### config.mk
export PLATFORM = sky130hd
export DESIGN_NAME = jt89_mixn
export DESIGN_NICKNAME = d
export VERILOG_FILES = /design/src/rtl/jt89_mix_pkg.sv /design/src/rtl/jt89_mix_sat.sv /design/src/rtl/jt89_mixn.sv
export SDC_FILE = /design/constraint.sdc
export NUM_CORES = 1
export LEC_CHECK = 0
export BUFFER_PORTS_ARGS = -buffer_cell sky130_fd_sc_hd__buf_4
export CORE_ASPECT_RATIO = 1.1
export CORE_MARGIN = 2
export CORE_UTILIZATION = 55
export DETAILED_ROUTE_END_ITERATION = 10
export PLACE_DENSITY = 0.73
export SETUP_SLACK_MARGIN = 0.15
export SLEW_MARGIN = 25
export SYNTH_ARGS = -nofsm -noshare
export SYNTH_HDL_FRONTEND = slang
export SYNTH_HIERARCHICAL = 1
export SYNTH_SLANG_ARGS = --single-unit
export TNS_END_PERCENT = 20
### constraint.sdc
create_clock -name clk -period 7.9 [get_ports clk]
set_clock_uncertainty 0.2 [all_clocks]
set_input_delay 0.79 -clock clk [delete_from_list [all_inputs] [get_ports clk]]
set_output_delay 0.79 -clock clk [all_outputs]
set_load 0.005 [all_outputs]
### src/rtl/jt89_mix_pkg.sv
// Shared definitions for the jt89 channel mixer: FSM encoding, unity gain
// code and the accumulator sizing rule used by the top level.
package jt89_mix_pkg;

    // Frame sequencing: snapshot inputs, accumulate one channel per step, publish
    typedef enum logic [1:0] {
        ST_LATCH = 2'd0,
        ST_ACC   = 2'd1,
        ST_OUT   = 2'd2
    } mix_state_e;

    // Gain code 3 maps to a scale of 2^0
    localparam logic [2:0] GAIN_UNITY = 3'd3;

    // Each term grows by at most 4 bits (gain x16), summing CH terms adds
    // log2(CH) bits, and one guard bit keeps the running sum from wrapping.
    function automatic int mix_acc_width(input int iw, input int ch);
        return iw + 4 + $clog2(ch) + 1;
    endfunction

endpackage

### src/rtl/jt89_mix_sat.sv
// Signed clamp from the wide mixer accumulator down to the output word.
// Purely combinational; clip_o marks a sample that had to be limited.
module jt89_mix_sat #(
    parameter int AW = 17,
    parameter int OW = 12
) (
    input  logic signed [AW-1:0] acc_i,
    output logic signed [OW-1:0] sat_o,
    output logic                 clip_o
);

    // Largest and smallest values representable in OW signed bits, at AW width
    localparam logic signed [AW-1:0] MAX_V = {{(AW-OW+1){1'b0}}, {(OW-1){1'b1}}};
    localparam logic signed [AW-1:0] MIN_V = {{(AW-OW+1){1'b1}}, {(OW-1){1'b0}}};

    // Pass the value through when it fits, otherwise pin it to the nearest rail
    always_comb begin
        sat_o  = acc_i[OW-1:0];
        clip_o = 1'b0;
        if (acc_i > MAX_V) begin
            sat_o  = MAX_V[OW-1:0];
            clip_o = 1'b1;
        end else if (acc_i < MIN_V) begin
            sat_o  = MIN_V[OW-1:0];
            clip_o = 1'b1;
        end
    end

endmodule

### src/rtl/jt89_mixn.sv
// Time-multiplexed signed mixer for the jt89 sound path. Each frame takes a
// snapshot of every channel and its gain, accumulates one scaled channel per
// enabled cycle, then clamps the sum onto the output word with a sticky
// overflow flag. Gain writes go to a live register file that is only sampled
// at the start of a frame, so a frame never sees a half-updated gain set.
module jt89_mixn
    import jt89_mix_pkg::*;
#(
    parameter int CH = 4,
    parameter int IW = 10,
    parameter int OW = 12
) (
    input  logic                    clk,
    input  logic                    rst,
    input  logic                    clk_en,
    input  logic [CH*IW-1:0]        ch_in,
    input  logic                    gain_wr,
    input  logic [$clog2(CH)-1:0]   gain_ch,
    input  logic [2:0]              gain_din,
    input  logic                    ov_clr,
    output logic signed [OW-1:0]    sound,
    output logic                    sound_vld,
    output logic                    ov
);

    localparam int AW  = mix_acc_width(IW, CH);
    // The shift is evaluated three bits wider than the accumulator so that a
    // left shift by up to 7 can never drop bits before the >>> 3 brings it back
    localparam int TW  = AW + 3;
    localparam int IXW = $clog2(CH);

    mix_state_e            state_q;
    logic [IXW-1:0]        idx_q;
    logic signed [AW-1:0]  acc_q;
    logic signed [AW-1:0]  acc_d;
    logic signed [IW-1:0]  snap_q  [CH];
    logic [2:0]            gsnap_q [CH];
    logic [2:0]            gain_q  [CH];
    logic signed [OW-1:0]  sound_q;
    logic                  vld_q;
    logic                  ov_q;

    logic signed [IW-1:0]  cur_x;
    logic [2:0]            cur_g;
    logic signed [TW-1:0]  x_ext;
    logic signed [AW-1:0]  term_d;
    logic signed [OW-1:0]  sat_w;
    logic                  clip_w;

    // Scale the currently indexed snapshot: (x <<< g) >>> 3, flooring toward -inf
    always_comb begin
        cur_x  = snap_q[idx_q];
        cur_g  = gsnap_q[idx_q];
        x_ext  = {{(TW-IW){cur_x[IW-1]}}, cur_x};
        term_d = AW'((x_ext <<< cur_g) >>> 3);
        acc_d  = acc_q + term_d;
    end

    jt89_mix_sat #(
        .AW (AW),
        .OW (OW)
    ) u_sat (
        .acc_i  (acc_q),
        .sat_o  (sat_w),
        .clip_o (clip_w)
    );

    // Live gain register file; writes land whenever strobed, regardless of the frame
    always_ff @(posedge clk) begin
        if (rst) begin
            for (int k = 0; k < CH; k++) begin
                gain_q[k] <= GAIN_UNITY;
            end
        end else if (gain_wr) begin
            for (int k = 0; k < CH; k++) begin
                if (gain_ch == IXW'(k)) begin
                    gain_q[k] <= gain_din;
                end
            end
        end
    end

    // Frame sequencer: snapshot, accumulate, then publish the clamped sample
    always_ff @(posedge clk) begin
        if (rst) begin
            state_q <= ST_LATCH;
            idx_q   <= '0;
            acc_q   <= '0;
            sound_q <= '0;
            vld_q   <= 1'b0;
            ov_q    <= 1'b0;
            for (int k = 0; k < CH; k++) begin
                snap_q[k]  <= '0;
                gsnap_q[k] <= GAIN_UNITY;
            end
        end else begin
            vld_q <= 1'b0;
            if (ov_clr) begin
                ov_q <= 1'b0;
            end
            if (clk_en) begin
                unique case (state_q)
                    ST_LATCH: begin
                        for (int k = 0; k < CH; k++) begin
                            snap_q[k]  <= ch_in[k*IW +: IW];
                            gsnap_q[k] <= gain_q[k];
                        end
                        acc_q   <= '0;
                        idx_q   <= '0;
                        state_q <= ST_ACC;
                    end
                    ST_ACC: begin
                        acc_q <= acc_d;
                        if (idx_q == IXW'(CH-1)) begin
                            idx_q   <= '0;
                            state_q <= ST_OUT;
                        end else begin
                            idx_q <= idx_q + 1'b1;
                        end
                    end
                    ST_OUT: begin
                        sound_q <= sat_w;
                        vld_q   <= 1'b1;
                        if (clip_w) begin
                            ov_q <= 1'b1;
                        end
                        state_q <= ST_LATCH;
                    end
                    default: begin
                        state_q <= ST_LATCH;
                    end
                endcase
            end
        end
    end

    assign sound     = sound_q;
    assign sound_vld = vld_q;
    assign ov        = ov_q;

endmodule
# Word-level counts from Yosys, hierarchy flattened

Memories as Yosys holds them, arrays and structs flattened. A register that Yosys moved wholly into a read port is not among the register bits.
Index checks and enable logic that the tools add are counted.

Logic and storage cells: 93
Memory bits (writable): 64
Bits of input ports: 50
Flip-flop bits (word level): 35
Memories: 3

Memories:

| memory  | words | width | read ports | clocked after memory_dff | write ports | RTL line        | source |
|---|---|---|---|---|---|---|---|
| snap_q  | 4     | 10    | 1          | 1                        | 4           | jt89_mixn.sv:36 | `logic signed [IW-1:0] snap_q [CH];` |
| gain_q  | 4     | 3     | 4          | 0                        | 4           | jt89_mixn.sv:38 | `logic [2:0] gain_q [CH];` |
| gsnap_q | 4     | 3     | 1          | 1                        | 4           | jt89_mixn.sv:37 | `logic [2:0] gsnap_q [CH];` |

$lt $le $gt $ge: 2
Shifts and indexed selects: 1
Muxes and demuxes: 52
Reduce and logical (&&, ||, !) cells: 7
Eq/ne operators: 7
Bitwise operators: 13
Add/sub/neg operators: 2

Operators by type and width:

| kind                                                                               | count |
|---|---|
| 10-bit two-way mux                                                                 | 4 |
| 17-bit case mux with 2 select lines                                                | 1 |
| 1-bit two-way mux                                                                  | 29 |
| 12-bit two-way mux                                                                 | 2 |
| 3-bit two-way mux                                                                  | 8 |
| 10-bit by 3-bit <<< shifter with 20-bit output                                     | 1 |
| 17-bit adder                                                                       | 1 |
| 17-bit by 12-bit greater-than comparator with 1-bit output (second input constant) | 1 |
| 17-bit by 12-bit < comparator with 1-bit output (second input constant)            | 1 |
| 2-bit two-way mux                                                                  | 6 |
| 1-bit OR                                                                           | 12 |
| 2-bit == test (second input constant)                                              | 4 |
| 2-bit case mux with 2 select lines                                                 | 2 |
| 2-bit AND reduction                                                                | 3 |
| 2-bit by 1-bit == test with 1-bit output (second input constant)                   | 2 |
| 2-bit zero test                                                                    | 2 |
| 2-bit by 1-bit adder with 2-bit output (second input constant)                     | 1 |
| 2-bit != test (second input constant)                                              | 1 |
| 2-bit nonzero test                                                                 | 1 |
| 2-bit OR reduction                                                                 | 1 |
| 1-bit inverter                                                                     | 1 |

# Logic depth before layout (Yosys ltp)

Gate-level depths: netlist (run 1).

Depth in word-level cells: 6
Mapped depth: 15
Depth with buffers taken out: 12

# Modules after synthesis

Netlist (run 1), hierarchy kept.

Modules (own cells, without submodules):

| module       | area an instance (um2) | times used | cells an instance |
|---|---|---|---|
| jt89_mixn    | 5,081.1                | 1          | 451 |
| jt89_mix_sat | 165.2                  | 1          | 23 |

# Least setup slack after synthesis (run 1)

OpenSTA, ideal clock, no wires.

Path kind: input -> register
Start point: in clk_en
End point: mem gsnap_q[0][0] (enable)
Library setup time: 473 ps
Stages: 3
Data required time: 7,227 ps
Data arrival time: 3,535 ps
Setup slack: 3,692 ps
Path buffers: 1
Cell sequence: nand2b_1 -> clkbuf_1 -> o21bai_1

RTL lines:

| item            | RTL line        | source |
|---|---|---|
| start, declared | jt89_mixn.sv:15 | `input logic clk_en,` |
| end, declared   | jt89_mixn.sv:37 |  |

==> impl_metrics.csv, run 1 <==
group,metric,value,unit
worst_setup_path,critical_path.slowest_cell,"dfxtp_1",
yosys,synthDominantCellAreaShare,0.366,
job,cap_violations,0,
finish,n_fill_cell,731,
power,power_switching,287,uW
route,detailedRoute.firstIterationViolations,128,
yosys,cells_after_synthesis,474,
hold_path,hold_path_class,"reg -> reg",
global_route,grt.total_usage,0.189,
route,finalWirelength,9230,um
clock_tree,cts.root.buffer_cell,"clkbuf_8",
route,antenna_violating_nets_post_route,0,
clock_tree,post_cts_hold_buffer_count,0,
yosys,synth_nets,542,
worst_setup_path,worstSetupEndpoint,"acc_q[16]",
yosys,synthesis.area,5250,um^2
yosys,ffs_latches_synth,101,
power,max-vdd-ir-drop,93.0,uV
global_route,grt_antenna_before_repair,0,
floorplanning,design.core.area,9310,um^2
status,run_status,"complete, no violations",
finish,design.final.nets,587,
finish,final_layout_size_suffix_gt1_frac,0.208,
sta,layout_worst_path_cycle_share,0.542,
clock_tree,cts_tree,"done",
worst_setup_path,rr_worst_depth,12,
clock_tree,post_cts.resized_instances,0,
finish,final_util,0.636,
yosys,synth_cell_types,47,
finish,final_common_cell,"buf_4",
worst_setup_path,end_kind,"flip-flop",
global_route,grt_remaining_overflow,0,
worst_setup_path,worst-setup-path-type,"reg -> reg",
route,drtPass1Iterations,4,
yosys,ys_async_sr_fraction,0,
worst_setup_path,crit_path_frequent_cell,"mux2i_1",
place,place.detailed.instances,625,
floorplanning,placement_rows,37,
yosys,yosys_warnings,6,
yosys,synth-edff-count,64,
sta,finalWorstPathRequiredPeriod,4.28,ns
power,overall_power,1.07,mW
yosys,avgSynthCellArea,11.1,um^2
global_route,globalRouteMet1Util,0.243,
route,drt_drc_violations_left,0,
sta,max_clock_freq,0.234,GHz
floorplanning,io_pins,64,
sta,hold_violations,0,
clock_tree,cts.clk_slew.worst_paths,0.10,ns
worst_setup_path,critPathMaxStageDelay,0.85,ns
route,routed_wire_length_per_instance,14.4,um
finish,finalInstanceArea,5920,um^2
yosys,post_synth_main_area_contributors,"edfxtp_1, dfxtp_1, and2_1, mux4_2, ha_1",
sta,slew_headroom,0.470,
sta,worst_slew_pin_slew,0.794,ns
place,placedInstanceArea,5740,um^2
worst_setup_path,worst-endpoint-required,7.97,ns
global_route,grt_util_met2,0.315,
place,place.detailed.hpwl,6840,um
power,p_comb_frac,0.152,
power,powerDensity,181,nW/um^2
floorplanning,floorplan.initialDensity,0.564,
clock_tree,cts.htree.levels,3,
clock_tree,cts_num_sinks,101,
route,detail_route.vias_per_cell,5.50,
yosys,synth.yosys.seq_area_share,0.508,
finish,area_growth_from_synthesis_to_layout,12.8,%
global_route,global_route_wire_length_before_repair,15700,um
floorplanning,die_h,106,um
floorplanning,die-width,97.1,um
clock_tree,tritoncts.num_buffers,9,
clock_tree,clock_latency_on_the_worst_skew_pair,0.37,ns
power,seq_power_share,0.562,
yosys,yosysTopAreaCell,"edfxtp_1",
worst_setup_path,timing.rr.end,"acc_q[16]",
sta,grt_setup_unrepaired,"false",
sta,report.final.slew_viol_count,0,
clock_tree,cts_setup_buffers,0,
global_route,grt.busiest_layer,"met2",
finish,instances_no_fill,641,
power,internal_power,783,uW
global_route,grtUsageMet3,0.0408,
power,sw_frac_of_total,0.268,
worst_setup_path,setup.worst_path.start_class,"flip-flop",
route,routed-via-count,3526,
power,power.static_leakage,2.32,nW
yosys,synth_flop_cell,"edfxtp_1",
worst_setup_path,crit_chain,"mux4_2 > mux2i_1 > mux2i_1 > and2_1 > ha_1 > fa_1 > a211oi_1 > o21ai_2 > a21boi_2 > o41ai_2 > xnor2_1 > a22o_1",
place,count_of_buffers_from_port_buffering,63,
floorplanning,fp.dieArea,10300,um^2
worst_setup_path,worst-endpoint-arrival,4.35,ns
worst_setup_path,setup.reg_to_reg.worst_slack,3.62,ns
clock_tree,clock_tree.buffer_depth,2,
global_route,grt_start_max_net_pins,53,
place,finalWeightedCongestion,0.841,
global_route,first_global_vias,3351,
sta,setup_total_negative_slack,0,ns
finish,final_cell_mix,"buf_4, edfxtp_1, nand2_1, and2_1, dfxtp_1",
finish,antenna_cells_inserted,0,
sta,final-setup-viol-count,0,
worst_setup_path,worstPathMaxFanout,13,
power,pwr-share-clk,0.285,
## through the flow
step	hold slack (ns)	worst slack [ns]
final	0.259	3.62
after floorplan	0.249	3.69
after global routing	0.277	3.32
after global placement	0.243	3.72
after CTS	0.262	3.55
after detailed placement	0.248	3.58
## worst max-delay path: cells and delay by family (launching register included)
kind                       cells  cell delay (ns)
muxes                          3             1.17
AOI/OAI and AO/OA              5             0.96
DFF                            1             0.85
adders and majority gates      2             0.66
and+or+nand+nor                1             0.18
xor gates and xnor gates       1             0.14
## cell usage after synthesis, types with 3 or more instances
cell       n
a21o_1     5
a21oi_1   34
a22o_1     8
a22oi_1    8
a41oi_1    4
and2_1    49
buf_2      5
buf_6      5
clkbuf_1  21
dfxtp_1   37
edfxtp_1  64
ha_1      17
inv_1      3
mux2_2     4
mux2i_1   13
mux4_2    12
nand2_1   54
nand2b_1  12
nand3_1    8
nand4_1    4
nor2_1    23
nor2b_1    6
nor3_1     3
o21a_1    11
o21ai_0    4
o21ai_1   14
o21ai_2    4
o21bai_1   3
xnor2_1    8
xor2_1     8
## how the worst min path moves through the flow
stage                   from  cells past startpoint  slack [ns]  endpoint
floorplan           acc_q[0]                      2        0.25  acc_q[0]
global placement    sound[4]                      2        0.24  sound[4]
detailed placement  sound[0]                      2        0.25  sound[0]
CTS                 sound[4]                      2        0.26  sound[4]
global route        sound[3]                      2        0.28  sound[3]
finish              sound[4]                      2        0.26  sound[4]
## logic make-up (layout without fill, tap and decap cells)
logic type | after synthesis | count (layout) | share of synthesized area
flops | 101 | 101 | 0.508
buf+inv | 34 | 84 | 0.0327
mux | 30 | 30 | 0.0899
xor+xnor | 16 | 16 | 0.0267
compound gates | 111 | 111 | 0.141
simple gates | 164 | 164 | 0.158
fa+ha+maj | 18 | 18 | 0.0444
## power by group through the flow
stage          Clock, mW  Sequential (mW)  Combinational (mW)
2_1_floorplan          0            0.608               0.126
3_3_place_gp           0            0.614               0.159
3_5_place_dp           0            0.615               0.162
4_1_cts            0.313            0.602               0.163
5_1_grt            0.335            0.605               0.181
6_report           0.305            0.602               0.163
## registers in the layout, indices dropped and copies added, names as in the netlist, named ones only
register,flops
snap_q,40
acc_q,17
gain_q,12
gsnap_q,12
sound,12
idx_q,2
state_q,2
ov,1
sound_vld,1
## routing by layer
metal  up-vias  share of wire
met2        93           0.49
li1       1808              -
met5         -              0
met1      1612           0.45
met3        13          0.045
met4         0          0.017
## area by class of cell
| class | instances | area [um^2] | share of cell area |
|---|---|---|---|
| Multi-Input combinational cell | 339 | 2430 | 0.410 |
| Tap cell | 117 | 146 | 0.0247 |
| Clock buffer | 9 | 124 | 0.0209 |
| Inverter | 3 | 11.3 | 0.00190 |
| Timing Repair Buffer | 65 | 488 | 0.0825 |
| Sequential cell | 101 | 2660 | 0.450 |
| Clock inverter | 7 | 56.3 | 0.00952 |
Power figures use the tool's default switching activity.
==> run 2: changes to the inputs <==
- CORE_UTILIZATION: 55 -> 53
- PLACE_DENSITY: 0.73 -> 0.74
- clock period: 7.9 -> 3.5 ns (I/O delays scaled with it)
==> run 2 against run 1 <==
Compared with the run above: die area rose by 3.6%; critical path depth is 3 higher; critical endpoint is now acc_q[5]; largest cell class unchanged; largest power group unchanged; via count grew 6.7%; global-route usage grew 0.76 points; non-clock buffer count increased by 38; routed wire length is 13% higher; cell area grew 8.1%.
==> impl_metrics.csv, run 2 (same netlist as run 1, synthesis figures left out) <==
group,metric,value,unit
status,run_status,"complete, no violations",
clock_tree,clock_tree.buffer_depth,2,
place,place.detailed.hpwl,7460,um
sta,hold_violations,0,
sta,layout_worst_path_cycle_share,0.995,
worst_setup_path,worst-setup-path-type,"reg -> reg",
finish,area_growth_from_synthesis_to_layout,21.9,%
power,power.static_leakage,2.53,nW
route,drtPass1Iterations,4,
worst_setup_path,setup.worst_path.start_class,"flip-flop",
place,place_ws,-0.115,ns
finish,reg_top3,"snap_q x40, acc_q x17",
worst_setup_path,worst-endpoint-arrival,3.55,ns
job,cap_violations,0,
power,max-vdd-ir-drop,299,uV
clock_tree,clock_latency_on_the_worst_skew_pair,0.39,ns
finish,design.final.nets,625,
power,powerDensity,400,nW/um^2
clock_tree,cts.clk_slew.worst_paths,0.12,ns
route,route.met3.wl,514,um
global_route,grt_remaining_overflow,0,
global_route,first_global_vias,3685,
route,drt_drc_violations_left,0,
clock_tree,cts.htree.levels,3,
global_route,grt_antenna_before_repair,0,
global_route,global_route_wire_length_before_repair,16700,um
route,routed_wire_length_per_instance,15.3,um
route,finalWirelength,10400,um
sta,slew_headroom,0.513,
worst_setup_path,worstPathMaxFanout,6,
worst_setup_path,setup.reg_to_reg.worst_slack,0.02,ns
floorplanning,placement_rows,38,
sta,finalWorstPathRequiredPeriod,3.48,ns
floorplanning,design.core.area,9750,um^2
route,detail_route.vias_per_cell,5.51,
finish,final_layout_size_suffix_gt1_frac,0.306,
finish,largest_register_ff_count,40,
sta,worst_slew_pin_slew,0.727,ns
floorplanning,io_pins,64,
route,drt-met1-wl,4430,um
finish,final_cell_mix,"buf_4, edfxtp_1, nand2_1, and2_1, dfxtp_1",
worst_setup_path,timing.rr.end,"acc_q[5]",
finish,final_common_cell,"buf_4",
worst_setup_path,end_kind,"flip-flop",
hold_path,hold_path_class,"in -> reg",
worst_setup_path,rr_worst_depth,15,
sta,max_clock_freq,0.287,GHz
place,finalWeightedCongestion,0.842,
sta,report.final.slew_viol_count,0,
power,overall_power,2.56,mW
sta,grt_setup_unrepaired,"true",
clock_tree,cts.root.buffer_cell,"clkbuf_8",
floorplanning,fp.dieArea,10700,um^2
global_route,grt_start_max_net_pins,53,
clock_tree,cts_num_sinks,101,
global_route,grt.total_usage,0.197,
route,antenna_violating_nets_post_route,0,
route,routed-via-count,3761,
clock_tree,cts_tree,"done",
route,detailedRoute.firstIterationViolations,143,
floorplanning,die_h,108,um
worst_setup_path,worst-endpoint-required,3.57,ns
hold_path,hold-path-cell-count,2,
finish,antenna_cells_inserted,0,
finish,largest_register,"snap_q",
route,dr_wl_met2,5200,um
sta,fin_ws,0.0182,ns
hold_path,hold_path_end,"snap_q[1][7]",
route,top_layer,"met4",
floorplanning,floorplan.initialDensity,0.538,
finish,n_fill_cell,716,
place,count_of_buffers_from_port_buffering,63,
sta,final-setup-viol-count,0,
clock_tree,tritoncts.num_buffers,9,
floorplanning,die-width,98.9,um
hold_path,hold_path_startpoint,"ch_in[17]",
## run 2: where the power goes
part,internal (mW),leakage (nW),switching [mW]
registers,1.33,0.956,0.0269
clock network,0.286,0.104,0.459
logic,0.225,1.47,0.231
total,1.84,2.53,0.717
## run 2: per-stage QoR
step / area (um^2) / hold slack, ns / utilization / TNS, ns / cells
2_1_floorplan: 5250 / 0.249 / - / -0.0224 / 474
4_1_cts: 6240 / 0.0142 / 0.641 / 0 / 676
6_report: 6400 / 0.0257 / 0.656 / 0 / 682
3_3_place_gp: 5960 / 0.243 / 0.612 / -0.0563 / 656
3_5_place_dp: 5960 / 0.247 / 0.612 / -0.592 / 656
5_1_grt: 6400 / 0.0188 / 0.656 / -0.587 / 682
## run 2: layer usage
metal,track usage,vias up
met4,0.0890,0
met5,0,-
li1,-,1885
met3,0.0401,29
met1,0.240,1722
met2,0.337,125
## run 2: area by class of cell
type | instances | area (um^2) | area share
clock inverter | 7 | 81.3 | 0.0127
tap | 120 | 150 | 0.0235
inverter | 3 | 11.3 | 0.00176
timing repair buffer | 103 | 808 | 0.126
multi-input combinational | 339 | 2550 | 0.399
sequential | 101 | 2670 | 0.417
clock buffer | 9 | 124 | 0.0194
## run 2: worst max-delay path by stage
stage / endpoint / slack (ns) / cells past startpoint
after floorplan: acc_q[12] / -0.02 / 14
after global placement: acc_q[16] / -0.03 / 13
after detailed placement: acc_q[15] / -0.11 / 13
after CTS: acc_q[12] / 0.11 / 13
after global routing: acc_q[5] / -0.11 / 15
final: acc_q[5] / 0.02 / 15
## run 2: timing repair
action,CTS,global route
buffers inserted,4,6
hold endpoints to repair,0,0
hold buffers,0,0
pin swaps,11,20
endpoints found under the setup margin,10,12
resized for setup,12,23
## run 2: worst max-delay path: stages (launching register included)
cell and delay (ns):
dfxtp_4 0.40, mux4_2 0.58, buf_6 0.18, mux2i_4 0.19, mux2i_2 0.22, nand2_1 0.08
o21ai_1 0.12, ha_1 0.30, o211ai_1 0.22, o21ai_2 0.13, buf_4 0.15, buf_6 0.10
buf_6 0.10, xor2_1 0.16, a22oi_1 0.14, nor2_1 0.07
==> run 3: changes to the inputs <==
- ABC_AREA: unset -> 1
- CORE_UTILIZATION: 53 -> 40
- PLACE_DENSITY: 0.74 -> 0.57
==> run 3 against run 2 <==
Compared with the run above: synthesized cell count up 61%; area after synthesis up 9.1%; flip-flop and latch count unchanged; critical path type unchanged; critical endpoint is now acc_q[8]; core utilization down 18 points; critical path depth up 1.
==> impl_metrics.csv, run 3 <==
group,metric,value,unit
status,run_status,"complete, no violations",
place,count_of_buffers_from_port_buffering,63,
finish,multi_input_comb_area,2450,um^2
route,antenna_violating_nets_post_route,0,
yosys,synth-edff-count,64,
route,drtPass1Iterations,4,
floorplanning,placement_rows,45,
global_route,grt.busiest_layer,"met2",
finish,area_growth_from_synthesis_to_layout,15.5,%
power,power.static_leakage,3.21,nW
global_route,grt_remaining_overflow,0,
sta,report.final.slew_viol_count,0,
worst_setup_path,timing.rr.end,"acc_q[8]",
global_route,global_route_wire_length_before_repair,20700,um
finish,finalInstanceArea,6610,um^2
worst_setup_path,critical_path.slowest_cell,"dfxtp_2",
clock_tree,clock_tree.buffer_depth,2,
power,powerDensity,434,nW/um^2
floorplanning,fp.dieArea,15300,um^2
global_route,first_global_vias,4589,
sta,grt_setup_unrepaired,"false",
job,cap_violations,0,
worst_setup_path,worst-endpoint-arrival,3.03,ns
finish,reg_top3,"snap_q x40, acc_q x17",
route,drt_drc_violations_left,0,
hold_path,hold-path-cell-count,3,
global_route,grt_util_met2,0.311,
yosys,synthesis.area,5720,um^2
yosys,ffs_latches_synth,101,
route,finalWirelength,12300,um
worst_setup_path,setup.worst_path.start_class,"flip-flop",
yosys,yosys.cell_count.top_type,"nand2_1",
hold_path,hold_path_startpoint,"ch_in[3]",
yosys,synth_flop_cell,"edfxtp_1",
floorplanning,io_pins,64,
yosys,synthDominantCellAreaShare,0.336,
worst_setup_path,crit_chain,"inv_4 > o21ai_1 > nand2_2 > inv_4 > nand3_1 > nand2_1 > nor2_1 > ha_1 > fa_1 > nand2_1 > nand2_1 > nand3_1 > nand2_1 > or2_2 > nand3_1 > a21oi_1",
power,max-vdd-ir-drop,241,uV
hold_path,hold_path_end,"snap_q[0][3]",
finish,final_cell_mix,"nand2_1, inv_1, nor2_1, buf_4, edfxtp_1",
worst_setup_path,rr_worst_depth,16,
clock_tree,tritoncts.num_buffers,9,
power,internal_power,2.08,mW
yosys,synth_cell_types,36,
yosys,synth_nets,832,
yosys,avgSynthCellArea,7.49,um^2
sta,post_route_hold_slack,0.0968,ns
floorplanning,floorplan.initialDensity,0.412,
worst_setup_path,worstPathMaxFanout,27,
sta,max_clock_freq,0.332,GHz
yosys,ys_async_sr_fraction,0,
power,seq_power_share,0.479,
worst_setup_path,worst-setup-path-type,"reg -> reg",
worst_setup_path,cp_top_family,"simple AND/OR/NAND/NOR gates",
finish,antenna_cells_inserted,0,
sta,layout_worst_path_cycle_share,0.860,
global_route,grt_start_max_net_pins,54,
sta,finalWorstPathRequiredPeriod,3.01,ns
worst_setup_path,critPathMaxStageDelay,0.43,ns
clock_tree,cts.clk_slew.worst_paths,0.07,ns
place,placedInstanceArea,6300,um^2
power,p_comb_frac,0.175,
finish,design.final.nets,885,
yosys,post_synth_most_frequent_cells,"nand2_1, inv_1, nor2_1, edfxtp_1, nand3_1",
clock_tree,cts.root.buffer_cell,"clkbuf_16",
yosys,synth.yosys.seq_area_share,0.465,
clock_tree,cts.htree.levels,3,
sta,hold_violations,0,
finish,largest_register,"snap_q",
worst_setup_path,crit_path_frequent_cell,"nand2_1",
clock_tree,cts_setup_buffers,0,
worst_setup_path,worst-endpoint-required,3.52,ns
route,routed_wire_length_per_instance,12.2,um
clock_tree,clock_latency_on_the_worst_skew_pair,0.34,ns
worst_setup_path,end_kind,"flip-flop",
global_route,grt.total_usage,0.168,
yosys,yosys_warnings,6,
sta,final-setup-viol-count,0,
hold_path,hold_path_class,"in -> reg",
worst_setup_path,setup.reg_to_reg.worst_slack,0.49,ns
finish,largest_register_ff_count,40,
sta,setup_total_negative_slack,0,ns
floorplanning,design.core.area,13900,um^2
route,detailedRoute.firstIterationViolations,159,
finish,seq_area,2660,um^2
sta,slew_headroom,0.461,
worst_setup_path,cp.buffers_inverters,2,
power,sw_frac_of_total,0.273,
finish,final_common_cell,"nand2_1",
yosys,cells_after_synthesis,764,
floorplanning,die-width,118,um
route,routed-via-count,4775,
place,place.detailed.hpwl,9380,um
clock_tree,cts_num_sinks,101,
sta,worst_slew_pin_slew,0.809,ns
power,overall_power,2.87,mW
route,detail_route.vias_per_cell,4.73,
global_route,grt_antenna_before_repair,0,
power,power_switching,784,uW
global_route,grtUsageMet3,0.0317,
floorplanning,die_h,129,um
yosys,yosysTopAreaCell,"edfxtp_1",
finish,final_layout_size_suffix_gt1_frac,0.137,
global_route,globalRouteMet1Util,0.194,
power,pwr-share-clk,0.346,
place,finalWeightedCongestion,0.949,
clock_tree,cts_tree,"done",
yosys,post_synth_main_area_contributors,"edfxtp_1, nand2_1, dfxtp_1, inv_1, nor2_1",
finish,n_fill_cell,1468,
==> run 3: cell count changes in the layout (fill, tap and decap cells not counted), sizes merged, moves of 14 or more <==
| cell | previous run | this run |
|---|---|---|
| and2 | 49 | 2 |
| buf | 103 | 68 |
| inv | 7 | 118 |
| nand2 | 54 | 225 |
| nand3 | 8 | 57 |
| nor2 | 23 | 105 |
| o21ai | 22 | 36 |
| or2 | 1 | 17 |
==> run 3: logic make-up after synthesis <==
logic type / share of synthesized area
AO/OA/AOI/OAI: 0.0816
buffers and inverters: 0.108
AND/OR/NAND/NOR: 0.305
flip-flops: 0.465
adder cells (fa/ha/maj): 0.0407
==> run 3: worst max path at each step <==
stage,endpoint,depth (start not counted),slack (ns)
after floorplan,gsnap_q[0][0],6,0.60
after global placement,acc_q[8],16,0.43
after detailed placement,acc_q[8],16,0.32
after CTS,acc_q[8],16,0.32
after global routing,acc_q[8],18,0.18
final,acc_q[8],16,0.49
==> run 3: per-stage QoR <==
stage | utilization | worst slack [ns] | cells
4_1_cts | 0.475 | 0.321 | 1010
2_1_floorplan | - | 0.600 | 764
3_3_place_gp | 0.453 | 0.433 | 993
5_1_grt | 0.475 | 0.176 | 1010
6_report | 0.475 | 0.489 | 1010
3_5_place_dp | 0.453 | 0.323 | 993
==> run 3: area by class of cell <==
type                       instances  area share
sequential                       101       0.403
tap                              188      0.0356
timing repair buffer              69      0.0787
multi-input combinational        519       0.371
clock inverter                     5     0.00890
inverter                         117      0.0672
clock buffer                      11      0.0352
==> run 3: power by group through the flow <==
stage                     Combinational (mW)  Sequential (mW)  Clock (mW)
after floorplan                        0.375             1.39           0
after global routing                   0.575             1.38        1.06
after global placement                 0.493             1.40           0
after detailed placement               0.502             1.40           0
after CTS                              0.505             1.37        1.02
final                                  0.502             1.37       0.992
==> run 3: worst reg2reg max path, cell delays in order (launching register included) <==
cell and delay, ns:
dfxtp_2 0.43, inv_4 0.14, o21ai_1 0.19, nand2_2 0.17, inv_4 0.15, nand3_1 0.08, nand2_1 0.10, nor2_1 0.05
ha_1 0.20, fa_1 0.39, nand2_1 0.10, nand2_1 0.09, nand3_1 0.09, nand2_1 0.10, or2_2 0.28, nand3_1 0.07
a21oi_1 0.06
==> run 3: what timing repair did <==
item | 4_1_cts | 5_1_grt
hold buffers | 1 | 0
hold endpoints to repair | 1 | 0
resized for setup | 0 | 2
setup endpoints to repair | 0 | 11
==> run 3: metal layers <==
layer,share of wire,up-vias,routed length [um]
met5,0,-,0
met4,0.022,0,266
met3,0.031,16,376
met2,0.51,63,6220
met1,0.44,2170,5410
li1,-,2526,-
